--- config.mk ---
export PLATFORM = sky130hd
export DESIGN_NAME = dmem_bus_bridge
export DESIGN_NICKNAME = d
export VERILOG_FILES = /design/src/rtl/dmem_bus_bridge.sv
export SDC_FILE = /design/constraint.sdc
export NUM_CORES = 1
export LEC_CHECK = 0
export BUFFER_PORTS_ARGS = -buffer_cell sky130_fd_sc_hd__buf_4
export CAP_MARGIN = 40
export CELL_PAD_IN_SITES_DETAIL_PLACEMENT = 0
export CELL_PAD_IN_SITES_GLOBAL_PLACEMENT = 1
export CORE_MARGIN = 2
export CORE_UTILIZATION = 40
export DETAILED_ROUTE_END_ITERATION = 6
export PLACE_DENSITY = 0.87
export SYNTH_ARGS = -nofsm -noshare
export SYNTH_HDL_FRONTEND = slang
export SYNTH_SLANG_ARGS = --single-unit
--- constraint.sdc ---
create_clock -name clk -period 4.28 [get_ports clk]
set_input_delay 1.07 -clock clk [delete_from_list [all_inputs] [get_ports clk]]
set_output_delay 1.07 -clock clk [all_outputs]
set_load 0.02 [all_outputs]
--- src/rtl/dmem_bus_bridge.sv ---
// MEM-stage bridge from the RV32I pipeline to a valid/ready data-memory bus.
// Formats sub-word loads/stores and stalls the pipeline while an access is in flight.
module dmem_bus_bridge #(
  parameter int TIMEOUT_CYCLES = 255,
  parameter int CNT_W = 16
) (
  input  logic        clk,
  input  logic        reset,
  input  logic        MemReadM,
  input  logic        MemWriteM,
  input  logic [2:0]  Funct3M,
  input  logic [31:0] ALUResultM,
  input  logic [31:0] WriteDataM,
  output logic [31:0] ReadDataM,
  output logic        StallM,
  output logic        MisalignM,
  output logic        BusErrM,
  output logic        bus_req_valid,
  input  logic        bus_req_ready,
  output logic        bus_we,
  output logic [31:0] bus_addr,
  output logic [31:0] bus_wdata,
  output logic [3:0]  bus_wstrb,
  input  logic        bus_rsp_valid,
  input  logic [31:0] bus_rdata
);

  typedef enum logic [1:0] {
    IDLE,
    REQ,
    WAIT,
    DONE
  } bridgeState;

  localparam logic [CNT_W-1:0] LAST = CNT_W'(TIMEOUT_CYCLES - 1);

  bridgeState state, nextState;
  logic [CNT_W-1:0] cnt;
  logic [31:0] rdReg;
  logic errReg;
  logic [2:0] f3Reg;
  logic [1:0] addrLo;

  logic access;
  logic aligned;
  logic latch;
  logic timeout;
  logic [31:0] stData;
  logic [3:0] stStrb;
  logic [31:0] ldData;
  logic [31:0] laneWord;

  assign access = MemReadM | MemWriteM;

  always_comb begin
    aligned = 1'b0;
    case (Funct3M)
      3'b000, 3'b100: aligned = 1'b1;
      3'b001, 3'b101: aligned = ~ALUResultM[0];
      3'b010:         aligned = (ALUResultM[1:0] == 2'b00);
      default:        aligned = 1'b0;
    endcase
  end

  always_comb begin
    stData = WriteDataM;
    stStrb = 4'b1111;
    case (Funct3M[1:0])
      2'b00: begin
        stData = {4{WriteDataM[7:0]}};
        stStrb = 4'b0001 << ALUResultM[1:0];
      end
      2'b01: begin
        stData = {2{WriteDataM[15:0]}};
        stStrb = 4'b0011 << ALUResultM[1:0];
      end
      default: begin
        stData = WriteDataM;
        stStrb = 4'b1111;
      end
    endcase
  end

  always_comb begin
    laneWord = bus_rdata >> {addrLo, 3'b000};
    ldData = bus_rdata;
    case (f3Reg)
      3'b000: ldData = {{24{laneWord[7]}}, laneWord[7:0]};
      3'b100: ldData = {24'd0, laneWord[7:0]};
      3'b001: ldData = addrLo[1] ? {{16{bus_rdata[31]}}, bus_rdata[31:16]}
                                 : {{16{bus_rdata[15]}}, bus_rdata[15:0]};
      3'b101: ldData = addrLo[1] ? {16'd0, bus_rdata[31:16]}
                                 : {16'd0, bus_rdata[15:0]};
      default: ldData = bus_rdata;
    endcase
  end

  always_comb begin
    nextState = state;
    StallM = 1'b0;
    MisalignM = 1'b0;
    bus_req_valid = 1'b0;
    latch = 1'b0;
    timeout = 1'b0;
    unique case (state)
      IDLE: begin
        if (access && aligned) begin
          StallM = 1'b1;
          latch = 1'b1;
          nextState = REQ;
        end else if (access) begin
          MisalignM = reset;
        end
      end
      REQ: begin
        StallM = 1'b1;
        bus_req_valid = 1'b1;
        if (bus_req_ready) nextState = WAIT;
      end
      WAIT: begin
        StallM = 1'b1;
        if (bus_rsp_valid) begin
          nextState = DONE;
        end else if (cnt == LAST) begin
          timeout = 1'b1;
          nextState = DONE;
        end
      end
      DONE: nextState = IDLE;
      default: nextState = IDLE;
    endcase
  end

  assign ReadDataM = (state == DONE) ? rdReg : 32'd0;
  assign BusErrM = (state == DONE) & errReg;

  always_ff @(posedge clk or negedge reset) begin
    if (!reset) begin
      state <= IDLE;
      cnt <= '0;
      rdReg <= 32'd0;
      errReg <= 1'b0;
      f3Reg <= 3'd0;
      addrLo <= 2'd0;
      bus_we <= 1'b0;
      bus_addr <= 32'd0;
      bus_wdata <= 32'd0;
      bus_wstrb <= 4'd0;
    end else begin
      state <= nextState;
      if (latch) begin
        f3Reg <= Funct3M;
        addrLo <= ALUResultM[1:0];
        bus_we <= MemWriteM;
        bus_addr <= {ALUResultM[31:2], 2'b00};
        bus_wdata <= stData;
        bus_wstrb <= MemWriteM ? stStrb : 4'b0000;
      end
      if (state == REQ && bus_req_ready) begin
        cnt <= '0;
      end else if (state == WAIT) begin
        cnt <= cnt + 1'b1;
      end
      // Response beats the timeout when both land in the same cycle.
      if (state == WAIT && bus_rsp_valid) begin
        rdReg <= bus_we ? 32'd0 : ldData;
        errReg <= 1'b0;
      end else if (timeout) begin
        rdReg <= 32'd0;
        errReg <= 1'b1;
      end
    end
  end

endmodule

# After elaboration in Yosys (flattened, before gate mapping)

Index checks and enable logic that the tools add are counted.

$add $sub $neg: 1
Equality and inequality tests: 15
Shifts and indexed selects: 3
Multiplexer cells: 30
Bitwise operators: 3
Reductions and logical operators: 14

Operator list:

| kind                                                  | number |
|---|---|
| 2-to-1 mux 32 bit                                     | 5 |
| case mux 32 bit (4 select lines)                      | 1 |
| case mux 32 bit (2 select lines)                      | 1 |
| 2-to-1 mux 16 bit                                     | 3 |
| right shift 32 x 5 -> 8 bit                           | 1 |
| adder 16 x 1 -> 16 bit (second input constant)        | 1 |
| equality test 16 x 8 -> 1 bit (second input constant) | 1 |
| equality test 3 bit (second input constant)           | 4 |
| 2-to-1 mux 1 bit                                      | 11 |
| 2-to-1 mux 2 bit                                      | 4 |
| case mux 2 bit (4 select lines)                       | 1 |
| case mux 4 bit (2 select lines)                       | 1 |
| equality test 3 x 1 -> 1 bit (second input constant)  | 2 |
| zero test 2 bit                                       | 3 |
| zero test 3 bit                                       | 2 |
| OR reduction 2 bit                                    | 3 |
| equality test 2 x 1 -> 1 bit (second input constant)  | 2 |
| equality test 2 bit (second input constant)           | 2 |
| 2-to-1 mux 4 bit                                      | 1 |
| inequality test 2 bit (second input constant)         | 2 |
| nonzero test 2 bit                                    | 2 |
| left shift 1 x 2 -> 4 bit (first input constant)      | 1 |
| left shift 2 x 2 -> 4 bit (first input constant)      | 1 |
| equality test 3 x 2 -> 1 bit (second input constant)  | 1 |
| 8 further kinds                                       | 10 |

Bits in registers: 123
Input port bits: 105
Output and inout bits: 105
Logic and storage cells: 76

# Logic depth before layout (Yosys ltp)

Depth in word-level cells: 6
Gate-level depth with buffers: 7
Depth with buffers taken out: 6

# Least setup slack after synthesis

Ideal clock, no wire load.

Kind: input to output
From: input Funct3M[0]
To: output StallM
Arrival: 2.687 ns
Required time: 3.210 ns
Path slack: 0.523 ns
Cell stages on the path: 6
Path buffers: 3
Path through: clkbuf_1 o41a_1 or3b_1 buf_6 clkbuf_1 a21oi_1

Word-level cells in the longest chain between the ends: 6
Elaborated cells on any way between the ends: 11
Those cells by class: 4 x eq/ne; 3 x mux; 4 x reduce/logical

Ends and longest elaborated chain:

| item                                                 | RTL line | text |
|---|---|---|
| from (decl)                                          | 11       | `input logic [2:0] Funct3M,` |
| equality test 3 x 1 -> 1 bit (tied with other cells) | 57       | `case (Funct3M)` |
| OR reduction 2 bit                                   | 57       |  |
| case mux 1 bit (3 select lines) *                    | 57       |  |
| logical AND 1 bit *                                  | 107      | `if (access && aligned) begin` |
| 2-to-1 mux 1 bit *                                   | 107      |  |
| case mux 1 bit (2 select lines) *                    | 105      | `unique case (state)` |
| to (decl)                                            | 15       | `output logic StallM,` |

Mark *: on every way between the ends. The rest lies on a longest branch, timed or not.

# Worst setup path after layout

Ends and elaborated chain as after synthesis.

==> summary.md <==
| Metric | Value |
|---|---|
| Status | finished, final reports clean |
| Mapped Cells | 536 |
| Slew headroom | 39.48% |
| Dpl hpwl | 12.17 mm |
| DIE AREA | 16,320 um2 |
| Fin area | 8423 um2 |
| Crit-path slowest cell | or3b_4 |
| CP required | 3.21 ns |
| GPL Wtd Cong | 0.8083 |
| Die W | 127.7 um |
| Final ANT Viol Nets | 0 |
| DP Area | 7819 um2 |
| Routed wire length | 16.65 mm |
| TritonCTS clock tree | yes |
| Hold_buf cts | 0 |
| WL met1 | 6.956 mm |
| Area of the multi-input gates | 2818 um2 |
| PnR worst setup slack | 0.7037 ns |
| Share of the synthesized area in the top cell type | 50.26% |
| Post-synth design cell area | 6125 um2 |
| Worst Clk Skew | 0.006557 ns |
| Post-DR vias/cell | 5.264 |
| Setup crit start kind | input port |
| Unrepaired setup endpoints after global routing | false |
| Cell mode on critical path | buf_4 |
| Setup Buffers After CTS | 0 |
| CTS sink count | 123 |
| Combinational share of power | 42.1% |
| Pins Over Slew Limit | 0 |
| DR WL met3 | 1.597 mm |
| Lkg Pwr | 4.206 nW |
| Most common cell after layout, fill and taps aside | buf_4 |
| CP endpoint kind | primary output |
| Io pins | 210 |
| Register area share after synthesis | 50.26% |
| Drt pass-1 iters | 4 |
| Final #Nets | 847 |
| P_int | 3.863 mW |
| Dpl ws | 0.6874 ns |
| Setup Viol. Count Final | 0 |
| Initial antenna violation count | 0 |
| First-pass GRT wire length | 26.57 mm |
| Standard-cell row count | 45 |
| GRT Util Overall | 20.91% |
| Worst R2R Start | addrLo[1] |
| Critical path arrival | 2.51 ns |
| CTS clk-pin slew, worst paths | 0.06 ns |
| Ant diodes | 0 |
| Synth cell types | 50 |
| Layout cells sized above 1 | 39.57% |
| H-tree Lvls | 4 |
| Worst skew pair latency | 0.41 ns |
| Async SR Flop Fraction | 100.0% |
| NetSw | 2.196 mW |
| F_max | 279.6 MHz |
| PD cells | 719.3 nW/um2 |
| Worst-path cell chain | buf_4 > o41a_1 > or3b_4 > a21oi_1 > buf_4 |
| Synth area leaders | dfrtp_1 (50%), mux2_4 (11%), mux2i_1 (5.2%), and2_1 (3.5%), o21ai_0 (3.2%) |
| Start point of the worst hold path | rdReg[5] |
| Reg area | 3078 um2 |
| Starting Density | 40.59% |
| Total CTS buffers | 17 |
| Flop pwr share | 33.8% |
| Root Buffer | clkbuf_16 |
| Syn_area_per_cell | 11.43 um2 |
| I/O Buffers | 207 |
| Switching Share | 36.24% |
| Die Ht | 127.7 um |
| Post-synth top flop | dfrtp_1 |
| Area leader, netlist | dfrtp_1 |
| Fillcell total | 1,305 |
| Congestion Overflow GR | 0 |
| Synth Register Bits | 123 |
| Worst min path class | reg2reg |
| Final Power | 6.059 mW |
| DRT iter0 DRCs | 233 |
| Setup tns final | 0 ns |
| Post-CTS Resized | 0 |
| Crit share post-route | 83.56% |
| DR WL/cell | 17.79 um |
| Vias | 4,927 |
| Worst-Margin Slew | 0.9078 ns |
| Number of max-cap violations | 0 |
| CP Max Fanout | 14 |
| CP max stage delay | 0.44 ns |
| WS Path Type | in2out |
| Fin crit period | 3.576 ns |
| Core outline area | 15,090 um2 |
| Synth-to-Final Area Change | 37.53% |
| Clock Power Share | 24.2% |
| Worst-case clock buffer depth | 2 |
| Number of global-route vias before repair | 5,036 |
| Top routing layer used | met4 |
| Largest net degree at the start of global routing | 100 |
| Setup crit start | Funct3M[0] |
| Metal2 WL | 7.876 mm |
| Synth Warn # | 0 |
| DRC viols | 0 |
| IR drop worst, VDD | 401.9 uV |
| Post-synth EDFFs | 0 |
| Final Hold Vio Count | 0 |
| Commonest non-fill, non-tap cells in the layout | buf_4 (212), dfrtp_1 (123), mux2_4 (44) |
metal layers:
layer / GRT usage, % / vias to the layer above
met5: 0 / -
met4: 5.947 / 0
met3: 8.848 / 17
met2: 33.63 / 201
met1: 25.89 / 2373
li1: - / 2336
flip-flops by register name (all words and copies together) (netlist names):
signal,count
rdReg,32
state,2
bus_addr,30
bus_wstrb,4
bus_wdata,32
f3Reg,3
addrLo,2
bus_we,1
cnt,16
errReg,1
final timing paths:
path                                 to  cells past startpoint  slack [ns]
hold reg to reg                rdReg[5]                      1        0.48
hold / removal                 rdReg[5]                      1        0.48
setup reg to reg              rdReg[18]                      5        1.85
max in group asynchronous  bus_addr[28]                      4        2.31
min in group asynchronous     rdReg[30]                      2        0.82
setup / recovery                 StallM                      5        0.70
cells by family after synthesis:
| logic type | synth area share [%] |
|---|---|
| AOI/OAI and AO/OA | 13.85 |
| xor gates and xnor gates | 1.430 |
| adders and majority gates | 1.430 |
| buffers and inverters | 3.841 |
| DFF | 50.26 |
| muxes | 16.94 |
| other | 0.06123 |
| and+or+nand+nor | 12.20 |
through the flow:
stage	std cells	hold WS [ns]	utilization, %
finish	936	0.4775	55.82
global route	936	0.5105	55.82
CTS	936	0.4843	55.82
detailed placement	904	0.4686	51.82
global placement	902	0.4648	51.58
floorplan	537	0.4481	-
power groups by stage:
stage          registers (mW)  clock network [mW]  logic, mW
5_1_grt                  2.12                1.55       2.75
3_5_place_dp             2.04                   0       2.58
3_3_place_gp             2.02                   0       2.51
6_report                 2.05                1.47       2.55
4_1_cts                  2.05                1.50       2.57
2_1_floorplan            2.29                   0       1.30
cells in the mapped netlist, types with 7 or more instances:
cell / instances
and2_1: 34
ha_1: 7
o2bb2ai_1: 9
o22ai_1: 8
mux2i_1: 32
nor2_1: 30
a21oi_1: 23
a221o_1: 18
mux2_4: 44
dfrtp_1: 123
inv_1: 10
or3_1: 7
nand2_1: 42
clkbuf_1: 21
o21ai_0: 39
critical path: cells and delay by family:
family	cells	cell delay (ns)
simple gates	1	0.44
compound gates	2	0.63
buf+inv	2	0.36
final cells by class:
| class | count | area share (%) |
|---|---|---|
| flip-flops and latches | 123 | 36.54 |
| multi-input cells | 367 | 33.45 |
| repair buffers | 215 | 19.55 |
| clock buffers | 21 | 5.466 |
| well taps | 188 | 2.793 |
| clock inverters | 11 | 1.708 |
| inverters | 11 | 0.4902 |
Note: power is estimated with default switching activity, not from simulation.
